`src/rtl/seg_pkg.sv`:
```
// Shared types and constants for the 7-segment scan path (scan controller and
// the digit-to-segment decoder downstream of it).
package seg_pkg;

  localparam int DIGIT_W = 4;

  // Any code above 9 is rendered as a dash by the decoder; this is the canonical one.
  localparam logic [DIGIT_W-1:0] DASH_CODE = 4'hF;

  typedef enum logic {
    BLANK = 1'b0,
    DRIVE = 1'b1
  } scan_state_e;

endpackage

```
`src/rtl/scan_prescaler.sv`:
```
// Free-running slot timer: count 0 is the BLANK cycle of a slot and count
// PRESCALE-1 is its final DRIVE cycle.
module scan_prescaler #(
  parameter int PRESCALE = 50000
) (
  input  logic clk,
  input  logic rst_n,
  output logic slot_start_o,
  output logic slot_last_o
);

  localparam int CNT_W = $clog2(PRESCALE);
  localparam logic [CNT_W-1:0] CNT_LAST = CNT_W'(PRESCALE - 1);

  logic [CNT_W-1:0] cnt_q;
  logic [CNT_W-1:0] cnt_d;

  assign slot_start_o = (cnt_q == '0);
  assign slot_last_o  = (cnt_q == CNT_LAST);
  assign cnt_d        = slot_last_o ? '0 : cnt_q + 1'b1;

  // NOTE: sequential state uses non-blocking assignments so every flop samples pre-edge values.
  always_ff @(posedge clk or negedge rst_n) begin
    if (!rst_n) cnt_q <= '0;
    else        cnt_q <= cnt_d;
  end

endmodule

```
`src/rtl/digit_scan_ctrl.sv`:
```
// Time-multiplexed N-digit scan controller with frame-boundary commit of new frames.
// Optional `LEADING_ZERO_BLANK_EN keeps anodes dark for leading-zero digits (slot 0 always lit).
module digit_scan_ctrl
  import seg_pkg::*;
#(
  parameter int N_DIGITS = 4,
  parameter int PRESCALE = 50000
) (
  input  logic                          clk,
  input  logic                          rst_n,
  input  logic                          load_valid,
  input  logic [DIGIT_W*N_DIGITS-1:0]   load_data,
  output logic                          load_ready,
  output logic [DIGIT_W-1:0]            digit,
  output logic [N_DIGITS-1:0]           an_n,
  output logic [$clog2(N_DIGITS)-1:0]   slot_idx
);

  localparam int SLOT_W  = $clog2(N_DIGITS);
  localparam int FRAME_W = DIGIT_W * N_DIGITS;
  localparam logic [SLOT_W-1:0] SLOT_LAST = SLOT_W'(N_DIGITS - 1);

  scan_state_e          state_q, state_d;
  logic [SLOT_W-1:0]    slot_q, slot_d;
  logic [FRAME_W-1:0]   display_q, display_d;
  logic [FRAME_W-1:0]   pending_q, pending_d;
  logic                 pend_q, pend_d;
  logic [DIGIT_W-1:0]   digit_q, digit_d;
  logic [N_DIGITS-1:0]  an_n_q, an_n_d;

  logic slot_start;
  logic slot_last;
  logic slot_end;
  logic frame_wrap;
  logic accept;

  scan_prescaler #(.PRESCALE(PRESCALE)) u_prescaler (
    .clk          (clk),
    .rst_n        (rst_n),
    .slot_start_o (slot_start),
    .slot_last_o  (slot_last)
  );

  assign slot_end   = (state_q == DRIVE) && slot_last;
  assign frame_wrap = slot_end && (slot_q == SLOT_LAST);
  assign accept     = load_valid && load_ready;

  // State register (display/pending are reset too: the first frame must show zeros)
  always_ff @(posedge clk or negedge rst_n) begin
    if (!rst_n) begin
      state_q   <= BLANK;
      slot_q    <= '0;
      display_q <= '0;
      pending_q <= '0;
      pend_q    <= 1'b0;
      digit_q   <= '0;
      an_n_q    <= '1;
    end else begin
      state_q   <= state_d;
      slot_q    <= slot_d;
      display_q <= display_d;
      pending_q <= pending_d;
      pend_q    <= pend_d;
      digit_q   <= digit_d;
      an_n_q    <= an_n_d;
    end
  end

  // Next-state logic
  // NOTE: every combinational output gets a default first, so no path can infer a latch.
  always_comb begin
    state_d = state_q;
    unique case (state_q)
      BLANK: if (slot_start) state_d = DRIVE;
      DRIVE: if (slot_last)  state_d = BLANK;
    endcase
  end

  // Slot index, handshake and frame commit; transfer and commit are exclusive via load_ready
  always_comb begin
    slot_d    = slot_q;
    display_d = display_q;
    pending_d = pending_q;
    pend_d    = pend_q;
    if (slot_end) slot_d = (slot_q == SLOT_LAST) ? '0 : slot_q + 1'b1;
    if (accept) begin
      pending_d = load_data;
      pend_d    = 1'b1;
    end
    if (frame_wrap && pend_q) begin
      display_d = pending_q;
      pend_d    = 1'b0;
    end
  end

`ifdef LEADING_ZERO_BLANK_EN
  logic lead_zero;
`endif

  // Outputs are registered for the cycle being entered: the digit changes on entry to
  // BLANK, while the anode is dark, and the anode lights only on entry to DRIVE.
  always_comb begin
    digit_d = digit_q;
    an_n_d  = '1;
    if (state_d == BLANK) begin
      digit_d = display_d[int'(slot_d)*DIGIT_W +: DIGIT_W];
    end else begin
      an_n_d = ~(N_DIGITS'(1) << slot_q);
`ifdef LEADING_ZERO_BLANK_EN
      lead_zero = 1'b1;
      for (int k = 0; k < N_DIGITS; k++) begin
        if (k >= int'(slot_q) && display_q[k*DIGIT_W +: DIGIT_W] != '0) lead_zero = 1'b0;
      end
      if (slot_q != '0 && lead_zero) an_n_d = '1;
`endif
    end
`ifdef LEADING_ZERO_BLANK_EN
    if (state_d == BLANK) lead_zero = 1'b0;
`endif
  end

  assign load_ready = ~pend_q;
  assign digit      = digit_q;
  assign an_n       = an_n_q;
  assign slot_idx   = slot_q;

endmodule

```
`config.mk`:
```
export PLATFORM = sky130hd
export DESIGN_NAME = digit_scan_ctrl
export DESIGN_NICKNAME = d
export VERILOG_FILES = /design/src/rtl/seg_pkg.sv /design/src/rtl/scan_prescaler.sv /design/src/rtl/digit_scan_ctrl.sv
export SDC_FILE = /design/constraint.sdc
export NUM_CORES = 1
export LEC_CHECK = 0
export ABC_CLOCK_PERIOD_IN_PS = 7500
export CAP_MARGIN = 20
export CORE_ASPECT_RATIO = 0.6
export CORE_MARGIN = 1.5
export CORE_UTILIZATION = 55
export CTS_CLUSTER_DIAMETER = 120
export DETAILED_ROUTE_END_ITERATION = 16
export PLACE_DENSITY = 0.77
export SKIP_LAST_GASP = 1
export SLEW_MARGIN = 40
export SYNTH_ARGS = -nofsm -noshare
export SYNTH_HDL_FRONTEND = slang
export SYNTH_SLANG_ARGS = --single-unit
export TNS_END_PERCENT = 30
```
`constraint.sdc`:
```
create_clock -name clk -period 7.5 [get_ports clk]
set_clock_uncertainty 0.05 [all_clocks]
set_input_delay 1.125 -clock clk [delete_from_list [all_inputs] [get_ports clk]]
set_output_delay 1.125 -clock clk [all_outputs]
set_load 0.02 [all_outputs]
```
==> summary.md <==
| Metric | Value |
|---|---|
| Ranking of synthesized cells by area | dfrtp_1, nand2_1, mux2_2 |
| Core area | between 0.005 and 0.006 mm2 |
| Clock slew at reported path FFs | 0.07 ns |
| Critical Path Sink Type | register |
| Comb pwr share | between 3 and 4% |
| Bufs and invs on worst path | 0 |
| Most frequent CP cell | and3_1 |
| Placed inst area | 0.00331 mm2 |
| Longest Clk Path Bufs | 2 |
| Initial antenna violation count | 0 |
| # fillers | around 390 |
| Global-route wire length before repair | 10.7 mm |
| Run status | complete, no violations |
| Max-cap violations | 0 |
| Hold Buf Count CTS | 0 |
| Sequential power share | 49.3% |
| Postcts setup bufs | 0 |
| Die width | 98.1 um |
| Crit Path Max Fanout | 20 |
| Final number of max-transition violations | 0 |
| Vias in the first global route | roughly 2100 |
| Hold Path End | display_q[7] |
| Beginning of the worst hold path | pending_q[7] |
| Area Overhead vs Synth | 18.6% |
| IO Count | 30 |
| Routability congestion estimate | 0.878 |
| Largest net degree at the start of global routing | between 60 and 70 |
| Sequential area share after synthesis | 50.5% |
| Slowest CP cell | nor4b_4 |
| Top-count cell post-synth | nand2_1 |
| Post-synth EDFFs | 0 |
| Final Cycle Share | between 40% and 50% |
| FMAX | 0.306 GHz |
| DRT iter0 DRCs | between 200 and 250 |
| Final Core Density | between 60% and 70% |
| DR vias | 2269 |
| Final min period | about 3.3 ns |
| Final setup violation count | 0 |
| Worst r2r src | u_prescaler.cnt_q[0] |
| Slew margin rel. | 46.2% |
| Post-CTS Resized | 0 |
| Seq cells post-synth | 60 |
| Clock Latency Late Sink | between 0.3 and 0.4 ns |
| Total CTS buffers | 9 |
| Overall power | 0.693 mW |
| CP Class | register to register |
| Req. time, crit path | 7.70 ns |
| Post-Syn Nets | 320 |
| Most instantiated cells after synthesis | nand2_1, dfrtp_1, nand3_1, mux2_2, nor2_1 |
| Post-DP HPWL | 4.19 mm |
| H-tree depth | 3 |
| Drt via density | 5.76 |
| Max IR drop VDD | 0.138 mV |
| Initial Util | 57.9% |
| CP Cell Sequence | ha_1, nand4_1, nor4b_4, and3_1, a31oi_1, and3_1, o311ai_1 |
| Synth Instances | 295 |
| Wire per inst | 15.8 um |
| Port Buf Inserts | 29 |
| RSZ-0062 raised after global routing | no |
| Final WL | 6.22 mm |
| GRT Resource Usage Total | 24.3% |
| Top-area cell type share of the netlist area | 46.9% |
| Internal power | 0.538 mW |
| Switch Pwr | 0.156 mW |
| Setup TNS | 0 ns |
| R2R Path End | digit[2] |
| Antenna diode count | 0 |
| Synth async-reset ratio | 100% |
| Hold WC Path Type | register to register |
| Main synth FF type | dfrtp_1 |
| Mean post-synth cell area | between 10 and 15 um2 |
| Chip height | 60.1 um |
| Hold slack | 0.428 ns |
| CP max stage delay | 0.79 ns |
| Die ar. | around 0.006 mm2 |
| Critical Path AT | 3.47 ns |
| Synthesized area | 0.00299 mm2 |
| Num rows | 20 |
| Leak | around 1.6 nW |
| Sw frac | 22.5% |
| Layout cells sized above 1 | 16.2% |
| Antenna-violating nets left | 0 |
| Worst Setup Start Kind | register |
| Hold Path Depth | 2 |
| Final nets | 348 |
| CTS Sinks | 60 |
| CTS Root Cell | clkbuf_8 |
| Yosys warns | 0 |
| DRT Pass-1 Iters | 4 |
| FF-to-FF path depth | 7 |
| Worst reg2reg setup slack | 4.23 ns |
| Pwr per Cell Area | 196 mW/mm2 |
| Synth cell types | 41 |
| Clk pwr share | 47.1% |
| Least-Margin Pin Slew | 0.804 ns |
| Largest delay share family, worst path | simple AND/OR/NAND/NOR gates |
| Largest area contributor in the netlist | dfrtp_1 |
| Final Cell Area | 0.00354 mm2 |
| # DRC | 0 |
| Total grt overflow | 0 |
| Final Hold Viols | 0 |
| CTS tree | yes |
==> cell usage in the layout (no fill, tap or decap), drive strengths merged, types with 2 or more instances in the layout <==
cell type	Yosys	final
nand2	76	76
dfrtp	56	56
clkdlybuf4s50	0	28
nand3	22	22
mux2	19	19
nor2	18	18
xor2	11	11
clkbuf	8	9
nand4	8	8
mux2i	8	8
inv	6	7
o21ai	7	7
ha	6	6
o211ai	6	6
dfstp	4	4
and3	3	3
xnor2	3	3
nor2b	3	3
a211o	3	3
o311ai	3	3
clkinvlp	0	3
or4	3	3
buf	6	3
or3	2	2
nor3	2	2
a31oi	2	2
a211oi	2	2
bufinv	0	2
nor4b	2	2
or4b	2	2
==> cell type report <==
cell class	instances	area (um2)	share of cell area [%]
sequential	60	1510	42.5
clock buffer	9	124	3.50
tap	66	82.6	2.33
inverter	6	22.5	0.636
timing repair buffer	31	304	8.59
clock inverter	7	100	2.83
multi-input combinational	215	1400	39.6
==> cell families after synthesis <==
group,synth area share (%)
and+or+nand+nor,23.1
buffers and inverters,3.19
DFF,50.5
adders and majority gates,2.51
AOI/OAI and AO/OA,6.20
muxes,10.4
xor gates and xnor gates,4.11
==> worst max path at each step <==
stage	start	to	slack, ns	cells after the start
3_3_place_gp	u_prescaler.cnt_q[11]	digit[0]	4.05	5
3_5_place_dp	u_prescaler.cnt_q[0]	digit[2]	4.30	7
6_report	u_prescaler.cnt_q[0]	digit[2]	4.23	7
5_1_grt	u_prescaler.cnt_q[0]	digit[2]	3.98	7
4_1_cts	u_prescaler.cnt_q[0]	digit[3]	4.29	6
2_1_floorplan	u_prescaler.cnt_q[11]	digit[0]	5.06	7
==> routing by layer <==
layer	vias up	routed length [um]	global-route usage (%)
li1	1078	-	-
met5	-	0	0
met2	82	2510	32.8
met3	10	509	11.6
met1	1099	3130	34.7
met4	0	76	6.73
==> power groups by stage <==
stage / clock network (mW) / logic, mW / registers [mW]
6_report: 0.326 / 0.0247 / 0.342
5_1_grt: 0.347 / 0.0278 / 0.343
4_1_cts: 0.330 / 0.0253 / 0.342
3_5_place_dp: 0 / 0.0253 / 0.348
3_3_place_gp: 0 / 0.0246 / 0.348
2_1_floorplan: 0 / 0.00889 / 0.344
==> metrics by stage <==
stage	worst slack [ns]	instances
final	4.23	394
after global routing	3.98	394
after CTS	4.29	394
after detailed placement	4.30	378
after global placement	4.05	378
after floorplan	5.06	295
==> flip-flops by register name (all words and copies together), names as in the netlist <==
| signal | count |
|---|---|
| state_q | 1 |
| digit | 4 |
| slot_idx | 2 |
| display_q | 16 |
| pending_q | 16 |
| pend_q | 1 |
| u_prescaler.cnt_q | 16 |
| an_n | 4 |
==> worst register-to-register path: stages, from the launching register on <==
cell and delay (ns):
dfrtp_1 0.44, ha_1 0.29, nand4_1 0.28, nor4b_4 0.79, and3_1 0.77, a31oi_1 0.07
and3_1 0.22, o311ai_1 0.25
Note: power is estimated with default switching activity, not from simulation.
